`src/rtl/mux_pkg.sv`:
```
// Shared constants for the registered select mux: select-width helper, occupancy
// state encoding and the default data width.
package mux_pkg;

  localparam int unsigned DEFAULT_WIDTH = 32;

  typedef enum logic [1:0] {
    ST_EMPTY = 2'd0,
    ST_ONE   = 2'd1,
    ST_FULL  = 2'd2
  } state_e;

  // Ceil log2 of n, never less than 1.
  function automatic int unsigned sel_width(input int unsigned n);
    int unsigned w;
    w = 1;
    while ((32'd1 << w) < n) w = w + 1;
    return w;
  endfunction

endpackage

```
`src/rtl/mux_n_reg_if.sv`:
```
// Handshake bundle between operand sources, mux_n_reg and the next pipeline stage.
interface mux_n_reg_if #(
  parameter int unsigned WIDTH = 32,
  parameter int unsigned N     = 3,
  parameter int unsigned SEL_W = 2
);
  logic [N*WIDTH-1:0] in_data;
  logic [SEL_W-1:0]   in_sel;
  logic               in_valid;
  logic               in_ready;
  logic [WIDTH-1:0]   out_data;
  logic [SEL_W-1:0]   out_sel;
  logic               out_valid;
  logic               out_ready;
  logic               sel_err;

  modport master (
    output in_data, in_sel, in_valid, out_ready,
    input  in_ready, out_data, out_sel, out_valid, sel_err
  );

  modport slave (
    input  in_data, in_sel, in_valid, out_ready,
    output in_ready, out_data, out_sel, out_valid, sel_err
  );
endinterface

```
`src/rtl/mux_n_reg_skid_buf.sv`:
```
// Two-entry skid buffer: main register drives the outputs, skid register absorbs
// one word of backpressure so in_ready never depends combinationally on out_ready.
module skid_buf
  import mux_pkg::*;
#(
  parameter int unsigned W = 34
) (
  input  logic         clk,
  input  logic         rst,
  input  logic [W-1:0] in_data,
  input  logic         in_valid,
  output logic         in_ready,
  output logic [W-1:0] out_data,
  output logic         out_valid,
  input  logic         out_ready
);

  state_e       state_q, state_d;
  logic [W-1:0] main_q, main_d;
  logic [W-1:0] skid_q, skid_d;
  logic         out_valid_q, out_valid_d;
  logic         in_ready_q, in_ready_d;
  logic         accept_c, deliver_c;

  always_ff @(posedge clk) begin
    if (rst) begin
      state_q     <= ST_EMPTY;
      main_q      <= '0;
      skid_q      <= '0;
      out_valid_q <= 1'b0;
      in_ready_q  <= 1'b1;
    end else begin
      state_q     <= state_d;
      main_q      <= main_d;
      skid_q      <= skid_d;
      out_valid_q <= out_valid_d;
      in_ready_q  <= in_ready_d;
    end
  end

  // Occupancy transitions; handshake flags are precomputed for the next cycle.
  always_comb begin
    state_d   = state_q;
    main_d    = main_q;
    skid_d    = skid_q;
    accept_c  = in_valid && in_ready_q;
    deliver_c = out_valid_q && out_ready;
    unique case (state_q)
      ST_EMPTY: begin
        if (accept_c) begin
          state_d = ST_ONE;
          main_d  = in_data;
        end
      end
      ST_ONE: begin
        if (accept_c && deliver_c) begin
          main_d = in_data;
        end else if (accept_c) begin
          state_d = ST_FULL;
          skid_d  = in_data;
        end else if (deliver_c) begin
          state_d = ST_EMPTY;
        end
      end
      ST_FULL: begin
        if (deliver_c) begin
          state_d = ST_ONE;
          main_d  = skid_q;
        end
      end
      default: state_d = ST_EMPTY;
    endcase
    out_valid_d = (state_d != ST_EMPTY);
    in_ready_d  = (state_d != ST_FULL);
  end

  assign in_ready  = in_ready_q;
  assign out_valid = out_valid_q;
  assign out_data  = main_q;

endmodule

```
`src/rtl/mux_n_reg.sv`:
```
// N-input registered select mux with valid/ready handshake and skid buffering.
// Optional sticky out-of-range select flag enabled by MUX_N_REG_SELERR_EN.
module mux_n_reg
  import mux_pkg::*;
#(
  parameter int unsigned WIDTH = DEFAULT_WIDTH,
  parameter int unsigned N     = 3,
  parameter int unsigned SEL_W = sel_width(N)
) (
  input logic          clk,
  input logic          rst,
  mux_n_reg_if.slave   bus
);

  localparam int unsigned PW = WIDTH + SEL_W;

  logic [WIDTH-1:0] sel_data;
  logic [PW-1:0]    payload_out;

  // Out-of-range selects fall back to input 0.
  always_comb begin
    sel_data = bus.in_data[WIDTH-1:0];
    for (int unsigned k = 0; k < N; k++) begin
      if (bus.in_sel == SEL_W'(k)) sel_data = bus.in_data[k*WIDTH +: WIDTH];
    end
  end

  skid_buf #(.W(PW)) u_skid (
    .clk       (clk),
    .rst       (rst),
    .in_data   ({bus.in_sel, sel_data}),
    .in_valid  (bus.in_valid),
    .in_ready  (bus.in_ready),
    .out_data  (payload_out),
    .out_valid (bus.out_valid),
    .out_ready (bus.out_ready)
  );

  assign bus.out_data = payload_out[WIDTH-1:0];
  assign bus.out_sel  = payload_out[PW-1:WIDTH];

`ifdef MUX_N_REG_SELERR_EN
  logic sel_err_q;
  logic accept_c;

  assign accept_c = bus.in_valid && bus.in_ready;

  always_ff @(posedge clk) begin
    if (rst) begin
      sel_err_q <= 1'b0;
    end else if (accept_c && (32'(bus.in_sel) >= N)) begin
      sel_err_q <= 1'b1;
    end
  end

  assign bus.sel_err = sel_err_q;
`else
  assign bus.sel_err = 1'b0;
`endif

endmodule

```
`src/flat_wrapper.sv`:
```
// flat-port wrapper written by rule: the top's interface ports become plain ports
module mux_n_reg_flat import mux_pkg::*;
#(
  parameter int unsigned WIDTH = DEFAULT_WIDTH,
  parameter int unsigned N     = 3,
  parameter int unsigned SEL_W = sel_width(N)
)
  (clk, rst, bus_in_data, bus_in_sel, bus_in_valid, bus_out_ready, bus_in_ready, bus_out_data, bus_out_sel, bus_out_valid, bus_sel_err);
  mux_n_reg_if #(.WIDTH(WIDTH), .N(N), .SEL_W(SEL_W)) bus_i ();
  input logic clk;
  input logic rst;
  input wire logic [$bits(bus_i.in_data)-1:0] bus_in_data;
  input wire logic [$bits(bus_i.in_sel)-1:0] bus_in_sel;
  input wire logic [$bits(bus_i.in_valid)-1:0] bus_in_valid;
  input wire logic [$bits(bus_i.out_ready)-1:0] bus_out_ready;
  output wire logic [$bits(bus_i.in_ready)-1:0] bus_in_ready;
  output wire logic [$bits(bus_i.out_data)-1:0] bus_out_data;
  output wire logic [$bits(bus_i.out_sel)-1:0] bus_out_sel;
  output wire logic [$bits(bus_i.out_valid)-1:0] bus_out_valid;
  output wire logic [$bits(bus_i.sel_err)-1:0] bus_sel_err;
  assign bus_i.in_data = bus_in_data;
  assign bus_i.in_sel = bus_in_sel;
  assign bus_i.in_valid = bus_in_valid;
  assign bus_i.out_ready = bus_out_ready;
  assign bus_in_ready = bus_i.in_ready;
  assign bus_out_data = bus_i.out_data;
  assign bus_out_sel = bus_i.out_sel;
  assign bus_out_valid = bus_i.out_valid;
  assign bus_sel_err = bus_i.sel_err;
  mux_n_reg #(.WIDTH(WIDTH), .N(N), .SEL_W(SEL_W)) u_core (.clk(clk), .rst(rst), .bus(bus_i));
endmodule
```
`config.mk`:
```
export PLATFORM = sky130hd
export DESIGN_NAME = mux_n_reg_flat
export DESIGN_NICKNAME = d
export VERILOG_FILES = /design/src/rtl/mux_pkg.sv /design/src/rtl/mux_n_reg_if.sv /design/src/rtl/mux_n_reg_skid_buf.sv /design/src/rtl/mux_n_reg.sv /design/src/flat_wrapper.sv
export SDC_FILE = /design/constraint.sdc
export NUM_CORES = 1
export LEC_CHECK = 0
export CORE_MARGIN = 2
export CORE_UTILIZATION = 49
export CTS_CLUSTER_SIZE = 28
export DETAILED_ROUTE_END_ITERATION = 7
export GPL_ROUTABILITY_DRIVEN = 0
export PLACE_DENSITY = 0.82
export SLEW_MARGIN = 20
export SYNTH_ARGS = -nofsm -noshare
export SYNTH_HDL_FRONTEND = slang
export SYNTH_SLANG_ARGS = --single-unit
```
`constraint.sdc`:
```
create_clock -name clk -period 4.5 [get_ports clk]
set_input_delay 0.9 -clock clk [delete_from_list [all_inputs] [get_ports clk]]
set_output_delay 0.9 -clock clk [all_outputs]
set_load 0.1 [all_outputs]
```
=== After elaboration in Yosys (flattened, before gate mapping) ===
Cells that the tools add are included.

* Bits in registers: 72
* Input bits: 102

* Eq/ne operators: 8
* Mux-type cells: 12
* Bitwise gates (word level): 1
* Reductions and logical operators: 8

{| class="wikitable"
|+ Operators with widths
! operator !! count
|-
| 34-bit two-way mux || 3
|-
| 34-bit one-hot mux with 3 select lines || 1
|-
| 32-bit two-way mux || 2
|-
| 2-bit two-way mux || 5
|-
| 2-bit != test (second input constant) || 4
|-
| 2-bit one-hot mux with 3 select lines || 1
|-
| 2-bit by 1-bit == test with 1-bit output (second input constant) || 2
|-
| 2-bit == test (second input constant) || 2
|-
| 4-bit AND reduction || 1
|-
| 1-bit logical AND || 3
|-
| 3-bit AND reduction || 1
|-
| 3-bit nonzero test || 1
|-
| 2-bit zero test || 1
|-
| 2-bit nonzero test || 1
|-
| 1-bit NOT || 1
|}

=== Longest topological paths before layout ===
* Word-level depth: 6
* Mapped depth: 7
* Mapped depth without buffers: 4

=== By module ===
A second synthesis with hierarchy kept.

* Cell total of the unflattened synthesis: 445
* Area, all modules: 4261.6 sq um

{| class="wikitable"
|+ By module, submodules not included
! module !! instances !! cells each !! area each (sq um) !! seq. area each (sq um)
|-
| skid_buf || 1 || 336 || 3168.0 || 1441.4
|-
| mux_n_reg || 1 || 109 || 1093.5 || 0.0
|}

=== Worst setup path after synthesis ===
OpenSTA, ideal clock, no wires.

* Path kind: input -> register
* Start: in bus_in_sel[1]
* End: reg u_core.u_skid.main_q[16] (netlist: u_core.u_skid.out_data[16])
* Setup time: 0.089 ns
* Arrival: 2.002 ns
* Setup slack: 2.409 ns
* Cell stages on the path: 5
* Buffers on the path: 2
* Path through: clkbuf_1 > buf_2 > mux2i_1 > nand2_1 > a311oi_2

* Word-level cells in the longest chain between the ends: 5
* Elaborated cells on any way between the ends: 7
* Classes of those cells: eq/ne (2); mux (5)

{| class="wikitable"
|+ Ends and longest elaborated chain
! what !! RTL line !! text
|-
| start, declared || flat_wrapper.sv:13 || <nowiki>input wire logic [$bits(bus_i.in_sel)-1:0] bus_in_sel;</nowiki>
|-
| 2-bit by 1-bit == test with 1-bit output || mux_n_reg.sv:24 || <nowiki>if (bus.in_sel == SEL_W'(k)) sel_data = bus.in_data[k*WIDTH +: WIDTH];</nowiki>
|-
| 32-bit two-way mux || mux_n_reg.sv:24 ||
|-
| 32-bit two-way mux * || mux_n_reg.sv:24 ||
|-
| 34-bit two-way mux (on tied branches) || mux_n_reg_skid_buf.sv:56, mux_n_reg_skid_buf.sv:50 ||
|-
| 34-bit one-hot mux with 3 select lines * || mux_n_reg_skid_buf.sv:48 || <nowiki>unique case (state_q)</nowiki>
|-
| end signal, assigned || mux_n_reg_skid_buf.sv:34 || <nowiki>main_q <= main_d;</nowiki>
|-
| end, declared || mux_n_reg_skid_buf.sv:19 || <nowiki>logic [W-1:0] main_q, main_d;</nowiki>
|}

Every way passes the cells marked *; elsewhere a longest branch is shown, timed or not. The select of a mux whose other input is x is not followed.
A chain may end at the register's enable or synchronous reset.

=== Final worst setup path ===
* Start: reg u_core.u_skid.out_valid_q (netlist: u_core.u_skid.out_valid)
* End: out bus_out_valid

{| class="wikitable"
|+ RTL lines
! what !! RTL line !! text
|-
| start, declared || mux_n_reg_skid_buf.sv:21 || <nowiki>logic out_valid_q, out_valid_d;</nowiki>
|-
| start signal, assigned || mux_n_reg_skid_buf.sv:36 || <nowiki>out_valid_q <= out_valid_d;</nowiki>
|-
| end, declared || flat_wrapper.sv:19 || <nowiki>output wire logic [$bits(bus_i.out_valid)-1:0] bus_out_valid;</nowiki>
|}

No word-level cell between the ends.

==> results.sh <==
export IMPL_outcome="completed"
export IMPL_totalWireLength_um=9698
export IMPL_rows=33
export IMPL_rsz0062_at_grt="no"
export IMPL_num_vias=3713
export IMPL_path_delay_family="buffers and inverters"
export IMPL_ir_drop_v=0.0001510
export IMPL_syn_area_um2=4046
export IMPL_final_core_util_pct=68.21
export IMPL_layout_drive_gt1_share_pct=8.205
export IMPL_coreArea_um2=8093
export IMPL_io_pins=139
export IMPL_regArea_um2=1441
export IMPL_cp_end_kind="primary output"
export IMPL_multiInputGateArea_um2=2341
export IMPL_cts_setup_buffers=0
export IMPL_initial_core_util_pct=50.00
export IMPL_fin_area_um2=5520
export IMPL_antenna_found_initial=0
export IMPL_area_delta_synth_final_pct=36.43
export IMPL_synth_cell_type_count=25
export IMPL_required_ns=3.60
export IMPL_netlist_instances=468
export IMPL_insertion_delay_ns=0.33
export IMPL_cts_tree="yes"
export IMPL_cp_cell_sequence="clkdlybuf4s50_1"
export IMPL_fin_crit_sh_pct=61.98
export IMPL_drv_slew=0
export IMPL_synth_xor_area_share_pct=0
export IMPL_yosysWarnings=0
export IMPL_fmax_mhz=358.5
export IMPL_final_cell_count_no_fill=690
export IMPL_skew_ns=0.009256
export IMPL_synth_edf_count=0
export IMPL_max_slew_margin_rel_pct=32.03
export IMPL_slowest_stage="clkdlybuf4s50_1"
export IMPL_syn_nets=570
export IMPL_dpl_cell_area_um2=5321
export IMPL_leakagePower_nw=2.200
export IMPL_grt_pass1_vias=3644
export IMPL_synthMuxAreaShare_pct=24.03
export IMPL_setup_viol=0
export IMPL_cts_path_max_buffers=2
export IMPL_io_buffer_count=137
export IMPL_fin_nets=682
export IMPL_track_usage_pct=21.94
export IMPL_worstSetupPathType="register to primary output"
export IMPL_dp_hpwl_um=6601
export IMPL_drtIter0Drc=142
export IMPL_synth_ff_type="dfxtp_1"
export IMPL_drc=0
export IMPL_synth_avg_cell_area_um2=8.646
export IMPL_cts_root_buf="clkbuf_8"
export IMPL_drv_cap=0
export IMPL_cts_made_buffers=9
export IMPL_yosysSeqAreaShare_pct=35.62
export IMPL_htree_levels=3
export IMPL_cp_max_fo=5
export IMPL_synth_seq_cells=72
export IMPL_max_slew_worst_pin_slew_ns=1.016
export IMPL_grt_max_degree=72
export IMPL_die_h_um=94.88
export IMPL_firstDrtPassIters=4
export IMPL_wl_per_cell_um=14.06
export IMPL_grt_overflow=0
export IMPL_cpPeakStageDelay_ns=1.16
export IMPL_cts_sinks=72
export IMPL_timing_setup_tns_ns=0
export IMPL_grt_first_pass_wirelength_um=15770
export IMPL_synth_compound_area_share_pct=16.30
export IMPL_synth_fa_ha_area_share_pct=0
export IMPL_num_antenna_cells=0
export IMPL_hold_viol_final=0
export IMPL_fin_crit_ns=2.789
export IMPL_placed_cells=674
export IMPL_die_x_um=94.88
export IMPL_final_common_cell="nand2_1"
export IMPL_nFillCells=666
export IMPL_synth_top_family_by_area="multiplexers"
export IMPL_synthArstFlopShare_pct=0
export IMPL_cts_hold_buf=0
export IMPL_path_buf_inv=1
export IMPL_cts_resized_gates=0
export IMPL_hold_class="register to register"
export IMPL_final_cell_mix="nand2_1, clkdlybuf4s50_1, mux2i_1"
export IMPL_die_area_um2=9001
export IMPL_finalPower_mw=2.028
export IMPL_clk_pin_slew_ns=0.07
export IMPL_start_kind="register"
export IMPL_synth_simple_area_share_pct=17.38
export IMPL_ant_nets=0
export IMPL_powerDensity_nw_per_um2=367.3
export IMPL_worstPathArrival_ns=1.89
export IMPL_routed_via_density=5.381
-- cells in the mapped netlist (2+ instances only) --
cell type | count | area share, %
buf_2 | 18 | 2.2
a311oi_2 | 20 | 7.4
nor2_1 | 37 | 3.4
buf_4 | 2 | 0.37
nand2_1 | 139 | 13
buf_6 | 10 | 2.8
mux2i_1 | 96 | 24
a311oi_1 | 14 | 3.0
dfxtp_1 | 72 | 36
buf_1 | 2 | 0.19
clkbuf_1 | 10 | 0.93
a21oi_1 | 35 | 4.3
-- path summary, 6_finish.rpt --
kind                                              to  cells after the start  slack [ns]                            startpoint
max                                    bus_out_valid                      1        1.71    u_core.u_skid.out_valid$_SDFF_PP0_
min             u_core.u_skid.skid_q[8]$_SDFFE_PP0P_                      2        0.46  u_core.u_skid.skid_q[8]$_SDFFE_PP0P_
max reg2reg  u_core.u_skid.out_data[13]$_SDFFE_PP0P_                      5        2.44   u_core.u_skid.state_q[1]$_SDFF_PP0_
min reg2reg     u_core.u_skid.skid_q[8]$_SDFFE_PP0P_                      2        0.46  u_core.u_skid.skid_q[8]$_SDFFE_PP0P_
-- layout make-up --
cell class / count / share of cell area, %
Timing Repair Buffer: 143 / 25.43
Clock inverter: 3 / 0.7253
Clock buffer: 13 / 2.879
Sequential cell: 72 / 26.11
Tap cell: 105 / 2.380
Multi-Input combinational cell: 353 / 42.41
Inverter: 1 / 0.06800
-- where the power goes --
group / switching [mW] / total [mW] / internal [mW]
Sequential: 0.0320 / 0.730 / 0.698
Combinational: 0.532 / 0.795 / 0.263
Clock: 0.218 / 0.503 / 0.285
Total: 0.782 / 2.03 / 1.25
-- cell families after synthesis --
group | count (synthesis)
buf+inv | 43
flops | 72
mux | 97
compound gates | 74
other cells | 1
simple gates | 181
-- state kept, by name, indices dropped and copies added, names as in the netlist --
register	count
u_core.u_skid.out_data	34
u_core.u_skid.skid_q	34
u_core.u_skid.state_q	2
u_core.u_skid.in_ready	1
u_core.u_skid.out_valid	1
-- metal layers --
layer / part of all wire [%] / wire [um] / up-vias / global-route usage, %
met3: 8.0 / 776 / 14 / 5.108
met2: 50 / 4818 / 134 / 40.66
met4: 1.8 / 171 / 0 / 8.816
met5: 0 / 0 / - / 0
li1: - / - / 1852 / -
met1: 41 / 3931 / 1713 / 23.90
-- through the flow --
stage,hold slack (ns),worst slack (ns)
2_1_floorplan,0.4366,2.409
3_3_place_gp,0.4417,1.682
3_5_place_dp,0.4467,1.559
4_1_cts,0.4559,1.691
5_1_grt,0.4734,1.666
6_report,0.4566,1.711
-- tightest hold or removal path: cells and delay by family, from the launching register on --
family / cells / cell delay, ns
compound gates: 1 / 0.05
flops: 1 / 0.31
simple gates: 1 / 0.05
No activity file was read; power rests on OpenSTA's default activity.
